==> config.mk <==
export PLATFORM = sky130hd
export DESIGN_NAME = uvma_axi_wr_tracker
export DESIGN_NICKNAME = d
export VERILOG_FILES = /design/src/rtl/uvma_axi_pkg.sv /design/src/rtl/uvma_axi_wr_tracker_fifo.sv /design/src/rtl/uvma_axi_wr_tracker.sv
export SDC_FILE = /design/constraint.sdc
export NUM_CORES = 1
export LEC_CHECK = 0
export CAP_MARGIN = 15
export CORE_MARGIN = 5
export CORE_UTILIZATION = 59
export CTS_BUF_LIST = sky130_fd_sc_hd__clkbuf_8
export DETAILED_ROUTE_END_ITERATION = 12
export PLACE_DENSITY = 0.87
export SYNTH_ARGS = -nofsm -noshare
export SYNTH_HDL_FRONTEND = slang
export SYNTH_SLANG_ARGS = --single-unit
==> constraint.sdc <==
create_clock -name clk -period 6.1 [get_ports clk]
set_input_delay 1.83 -clock clk [delete_from_list [all_inputs] [get_ports clk]]
set_output_delay 1.83 -clock clk [all_outputs]
set_load 0.01 [all_outputs]
==> src/rtl/uvma_axi_pkg.sv <==
// uvma_axi_pkg: shared error-flag bit positions and error vector type for the AXI write tracker
// Exports: ERR_* bit indices into the error vector, ERR_W vector width, err_t vector type
package uvma_axi_pkg;
   localparam int ERR_OVERFLOW      = 0;
   localparam int ERR_W_NO_AW       = 1;
   localparam int ERR_WLAST_EARLY   = 2;
   localparam int ERR_WLAST_MISSING = 3;
   localparam int ERR_B_UNEXPECTED  = 4;
   localparam int ERR_W             = 5;
   typedef logic [ERR_W-1:0] err_t;
endpackage

==> src/rtl/uvma_axi_wr_tracker_fifo.sv <==
// uvma_axi_wr_tracker_fifo: order FIFO holding {table index, burst length} of writes awaiting W data
// Parameters: WIDTH (entry width), DEPTH (entries, power of 2)
// Ports: clk, rst_n (async active-low); push_i/data_i write; pop_i retires data_o (head);
//   full_o/empty_o occupancy flags
module uvma_axi_wr_tracker_fifo #(
   parameter int WIDTH = 8,
   parameter int DEPTH = 8
) (
   input  logic             clk,
   input  logic             rst_n,
   input  logic             push_i,
   input  logic             pop_i,
   input  logic [WIDTH-1:0] data_i,
   output logic [WIDTH-1:0] data_o,
   output logic             full_o,
   output logic             empty_o
);
   localparam int AW = $clog2(DEPTH);
   localparam int CW = AW + 1;
   logic [WIDTH-1:0] mem_q [DEPTH];
   logic [AW-1:0]    wr_q, rd_q;
   logic [CW-1:0]    cnt_q;
   // Storage is not reset: clearing the pointers discards its contents.
   always_ff @(posedge clk) begin
      if (push_i) mem_q[wr_q] <= data_i;
   end
   always_ff @(posedge clk or negedge rst_n) begin
      if (!rst_n) begin
         wr_q  <= '0;
         rd_q  <= '0;
         cnt_q <= '0;
      end else begin
         if (push_i) wr_q <= wr_q + AW'(1);
         if (pop_i) rd_q <= rd_q + AW'(1);
         cnt_q <= cnt_q + CW'(push_i) - CW'(pop_i);
      end
   end
   assign data_o  = mem_q[rd_q];
   assign full_o  = cnt_q == CW'(DEPTH);
   assign empty_o = cnt_q == '0;
endmodule

==> src/rtl/uvma_axi_wr_tracker.sv <==
// uvma_axi_wr_tracker: passive AXI write-channel tracker checking AW/W/B ordering and responses
// Parameters: ID_WIDTH (AW/B id width), DEPTH (max outstanding writes, power of 2, >= 2)
// Ports: clk, rst_n (async active-low); aw_*, w_*, b_* observed channel signals;
//   err_clr clears err_sticky; outstanding = allocated table entries;
//   err_pulse = one-cycle error flags, err_sticky = accumulated flags; stat_* = handshake counters
// Build option: UVMA_AXI_WR_TRACKER_STATS_EN enables stat_* counters, otherwise they read 0
module uvma_axi_wr_tracker
   import uvma_axi_pkg::*;
#(
   parameter int ID_WIDTH = 4,
   parameter int DEPTH    = 8
) (
   input  logic                       clk,
   input  logic                       rst_n,
   input  logic                       aw_valid,
   input  logic                       aw_ready,
   input  logic [ID_WIDTH-1:0]        aw_id,
   input  logic [7:0]                 aw_len,
   input  logic                       w_valid,
   input  logic                       w_ready,
   input  logic                       w_last,
   input  logic                       b_valid,
   input  logic                       b_ready,
   input  logic [ID_WIDTH-1:0]        b_id,
   input  logic                       err_clr,
   output logic [$clog2(DEPTH+1)-1:0] outstanding,
   output err_t                       err_pulse,
   output err_t                       err_sticky,
   output logic [31:0]                stat_aw,
   output logic [31:0]                stat_w,
   output logic [31:0]                stat_b
);
   localparam int IW = $clog2(DEPTH);
   localparam int CW = $clog2(DEPTH+1);
   localparam int FW = IW + 8;
   logic [DEPTH-1:0]    valid_q, valid_d, wdone_q, wdone_d;
   logic [ID_WIDTH-1:0] id_q [DEPTH];
   logic [7:0]          cnt_q, cnt_d, head_len;
   logic                miss_q, miss_d;
   logic [CW-1:0]       outstanding_q, outstanding_d;
   err_t                err_q, err_d, sticky_q, sticky_d;
   logic                aw_hs, w_hs, b_hs, free_ok, b_ok, alloc, b_free, w_act, close, push, pop;
   logic                fifo_full, fifo_empty;
   logic [IW-1:0]       free_idx, b_idx, head_idx;
   logic [FW-1:0]       fifo_dout;
   assign aw_hs = aw_valid && aw_ready;
   assign w_hs  = w_valid && w_ready;
   assign b_hs  = b_valid && b_ready;
   // Descending scan so the lowest matching index wins.
   always_comb begin
      free_ok  = 1'b0;
      free_idx = '0;
      b_ok     = 1'b0;
      b_idx    = '0;
      for (int i = DEPTH - 1; i >= 0; i--) begin
         if (!valid_q[i]) begin
            free_ok  = 1'b1;
            free_idx = IW'(i);
         end
         if (valid_q[i] && wdone_q[i] && id_q[i] == b_id) begin
            b_ok  = 1'b1;
            b_idx = IW'(i);
         end
      end
   end
   assign alloc  = aw_hs && free_ok;
   assign b_free = b_hs && b_ok;
   // With the FIFO empty, a same-cycle AW acts as the head (bypass).
   assign w_act    = w_hs && (!fifo_empty || alloc);
   assign head_idx = fifo_empty ? free_idx : fifo_dout[FW-1:8];
   assign head_len = fifo_empty ? aw_len : fifo_dout[7:0];
   assign close    = w_act && w_last;
   assign push     = alloc && !fifo_full && !(fifo_empty && close);
   assign pop      = close && !fifo_empty;
   // Frees and allocations use the registered table, so a slot freed by B is only reusable next cycle.
   always_comb begin
      valid_d = valid_q;
      wdone_d = wdone_q;
      if (alloc) valid_d[free_idx] = 1'b1;
      if (close) wdone_d[head_idx] = 1'b1;
      if (b_free) begin
         valid_d[b_idx] = 1'b0;
         wdone_d[b_idx] = 1'b0;
      end
   end
   always_comb begin
      err_d                    = '0;
      err_d[ERR_OVERFLOW]      = aw_hs && !free_ok;
      err_d[ERR_W_NO_AW]       = w_hs && !w_act;
      err_d[ERR_WLAST_EARLY]   = close && cnt_q != head_len;
      err_d[ERR_WLAST_MISSING] = w_act && !w_last && cnt_q == head_len && !miss_q;
      err_d[ERR_B_UNEXPECTED]  = b_hs && !b_ok;
   end
   // Beat count saturates at the burst length; miss_q limits the missing-last flag to once per burst.
   assign cnt_d         = close ? 8'd0 : (w_act && cnt_q != head_len) ? cnt_q + 8'd1 : cnt_q;
   assign miss_d        = !close && (miss_q || err_d[ERR_WLAST_MISSING]);
   assign outstanding_d = outstanding_q + CW'(alloc) - CW'(b_free);
   assign sticky_d      = (err_clr ? '0 : sticky_q) | err_d;
   always_ff @(posedge clk or negedge rst_n) begin
      if (!rst_n) begin
         valid_q       <= '0;
         wdone_q       <= '0;
         cnt_q         <= '0;
         miss_q        <= 1'b0;
         outstanding_q <= '0;
         err_q         <= '0;
         sticky_q      <= '0;
         for (int i = 0; i < DEPTH; i++) id_q[i] <= '0;
      end else begin
         valid_q       <= valid_d;
         wdone_q       <= wdone_d;
         cnt_q         <= cnt_d;
         miss_q        <= miss_d;
         outstanding_q <= outstanding_d;
         err_q         <= err_d;
         sticky_q      <= sticky_d;
         if (alloc) id_q[free_idx] <= aw_id;
      end
   end
   uvma_axi_wr_tracker_fifo #(.WIDTH(FW), .DEPTH(DEPTH)) u_fifo (
      .clk    (clk),
      .rst_n  (rst_n),
      .push_i (push),
      .pop_i  (pop),
      .data_i ({free_idx, aw_len}),
      .data_o (fifo_dout),
      .full_o (fifo_full),
      .empty_o(fifo_empty)
   );
   assign outstanding = outstanding_q;
   assign err_pulse   = err_q;
   assign err_sticky  = sticky_q;
`ifdef UVMA_AXI_WR_TRACKER_STATS_EN
   logic [31:0] stat_aw_q, stat_w_q, stat_b_q;
   always_ff @(posedge clk or negedge rst_n) begin
      if (!rst_n) begin
         stat_aw_q <= '0;
         stat_w_q  <= '0;
         stat_b_q  <= '0;
      end else begin
         stat_aw_q <= stat_aw_q + 32'(aw_hs);
         stat_w_q  <= stat_w_q + 32'(w_hs);
         stat_b_q  <= stat_b_q + 32'(b_hs);
      end
   end
   assign stat_aw = stat_aw_q;
   assign stat_w  = stat_w_q;
   assign stat_b  = stat_b_q;
`else
   assign stat_aw = '0;
   assign stat_w  = '0;
   assign stat_b  = '0;
`endif
endmodule

==> results.cfg <==
[detailed_routing]
drt-total-wl_mm = 16.4
drt.antenna.violating_nets = 0
firstDrtPassIters = 6
wl_per_cell_um = 18.2
drt_iter0_drc = 437
drc = 0
vias = 5046
viasPerCell = 5.62

[critical_path]
cp-end-kind = flip-flop
cpPeakStageDelay_ns = 0.62
critPathRequiredTime_ns = 6.44
crit_path_max_fanout = 8
setup.worst_path.start_class = primary input
slowest_stage = a21oi_1
crit_arrival_ns = 5.15
critical_path.cell_chain = clkdlybuf4s50_1 -> and2_1 -> o21ai_1 -> a21oi_1 -> nand2_1 -> nor2_1 -> ha_1 -> inv_1 -> ha_1 -> inv_1 -> fa_1 -> xnor2_1
critical_path_class = in2reg

[sta]
relSlewSlack = 0.322
fin_ws_ns = 1.29
setup-tns-final_ns = 0
hold_viol_final = 0
final-setup-viol-count = 0
fin_crit_sh = 0.788
fin_crit_ns = 4.81
worst-slew-pin-transition_ns = 1.02
rsz0062_at_grt = false
drv_slew = 0
fin_worst_skew_ns = 0.0140
fmax_ghz = 0.208

[global_route]
grt_max_degree = 82
grt_pass1_vias = 5059
grt_antenna_before_repair = 1
track_usage = 0.201
grt_first_pass_wirelength_mm = 25.8
grt_overflow = 0

[synth]
netlist_instances = 655
synth_edf_count = 88
synth_area_leaders = edfxtp_1, dfrtp_1, buf_4
yosysTopAreaCell = edfxtp_1
ys_warn_count = 0
synthFlopType = edfxtp_1
synth_seq_cells = 169
synth_seq_area_share = 0.555
synth.most_common_cell = buf_4
syn-mean-instance-area_um2 = 12.8
synth_top_area_frac = 0.314
syn_area_um2 = 8410
async_flop_share = 0.479
synth_cell_types = 55
ys_top_cells_by_count = buf_4, edfxtp_1, dfrtp_1, xor2_1, mux2_2

[floorplanning]
ios = 136
dieArea_um2 = 16700
die_w_um = 129
core_um2 = 13900
rows = 43
initial_core_util = 0.604
die_h_um = 129

[clocking]
clk_path_buf_depth = 2
cts_hold_buffers = 0
cts-root-buf = clkbuf_8
cts_num_sinks = 169
cts_resized = 0
post_cts_buffers = 0
cts_buffers = 17
cts.clk_slew.worst_paths_ns = 0.08
cts_tree = done
cts.htree.levels = 4
clkLatencyLatePin_ns = 0.46

[layout]
synthToLayoutAreaGrowth_pct = 7.14
diodes = 0
multiInputGateArea_um2 = 3160
layout-drive-gt1-share = 0.130
regArea_um2 = 4670
n_fill_cell = 948
layout.nets = 746
fin_area_um2 = 9010
fin_util = 0.647

[flow_run]
drv_cap = 0

[status]
outcome = finished clean

[placed_design]
hpwl_mm = 11.6
dp_slack_ns = 0.914
postPlaceCellArea_um2 = 8630
portBuffers = 39
gp_congestion = 0.909

[power]
pwr_density_cell_nw_per_um2 = 422
total_power_mw = 3.80
peakVddDrop_mv = 0.278
leakage_nw = 3.79

[worst_hold_path]
hp-class = reg2reg
-- worst paths after layout --
kind                                 from              end  slack (ns)  cells after the start
setup / recovery                 aw_valid  u_fifo.cnt_q[2]        1.29                     12
hold / removal              err_sticky[0]    err_sticky[0]        0.48                      1
setup reg to reg           u_fifo.rd_q[1]         cnt_q[7]        2.42                      9
hold reg to reg             err_sticky[0]    err_sticky[0]        0.48                      1
max in group asynchronous           rst_n    err_sticky[2]        3.89                      1
min in group asynchronous           rst_n         id_q[17]        1.52                      1
-- worst max-delay path, delay by kind of cell --
kind	cells	cell delay, ns
adder cells (fa/ha/maj)	3	0.81
AO/OA/AOI/OAI	2	0.84
buffers and inverters	3	0.59
XOR/XNOR	1	0.15
AND/OR/NAND/NOR	3	0.93
-- power by group --
group / switching (mW) / leakage [nW] / internal (mW) / total [mW]
Clock: 0.406 / 0.190 / 0.365 / 0.770
Sequential: 0.246 / 1.79 / 1.51 / 1.76
Combinational: 0.667 / 1.81 / 0.608 / 1.28
-- cell type report --
class                   count  area share
clock buffers              17      0.0260
clock inverters            15      0.0169
inverters                  29      0.0121
multi-input cells         439       0.351
flip-flops and latches    169       0.518
well taps                 180      0.0250
repair buffers             49      0.0514
-- cell usage in the layout, fill, tap and decap left out, drive strengths merged, types with 4 or more instances in the layout --
master         netlist  routed
conb                 1      96
clkinvlp             0       4
edfxtp              88      88
nand4                8       8
clkinv               0       4
mux2                34      34
and3                 4       4
clkdlybuf4s50        0      38
buf                110      11
mux2i               15      15
nor3b                6       6
nor2b                7       7
nor4                 6       6
xnor2               14      14
clkbuf               3      17
nor3                16      16
nand2               31      31
xor2                35      35
nand2b               7       7
inv                 29      34
nor2                32      32
a31oi                4       4
nand3               13      13
dfrtp               81      81
mux4                18      18
o221ai               5       5
o21ai                8       8
a21oi               30      30
a21o                 9       9
ha                  13      13
-- sequential cells by signal, summed over array words and instances (netlist names) --
name / count
u_fifo.mem_q: 88
id_q: 32
u_fifo.cnt_q: 4
err_sticky: 5
u_fifo.rd_q: 3
err_pulse: 5
outstanding: 4
valid_q: 8
u_fifo.wr_q: 3
cnt_q: 8
miss_q: 1
wdone_q: 8
-- through the flow --
step                cells  hold slack, ns
detailed placement    866           0.468
global route          898           0.507
floorplan             750           0.460
CTS                   898           0.487
finish                898           0.484
global placement      866           0.467
-- routing by layer --
layer	track usage	part of all wire	vias to the layer above
met1	0.246	0.38	2474
met4	0.0593	0.016	2
met3	0.0614	0.099	31
met5	0	0.00079	-
met2	0.346	0.51	284
li1	-	-	2255
-- kinds of logic after synthesis --
group,after synthesis,synth area share
other,1,0.000446
adder cells (fa/ha/maj),15,0.0241
AO/OA/AOI/OAI,76,0.0613
buffers and inverters,142,0.112
AND/OR/NAND/NOR,136,0.0815
XOR/XNOR,49,0.0510
multiplexers,67,0.115
flip-flops,169,0.555
No activity file was read; power rests on OpenSTA's default activity.
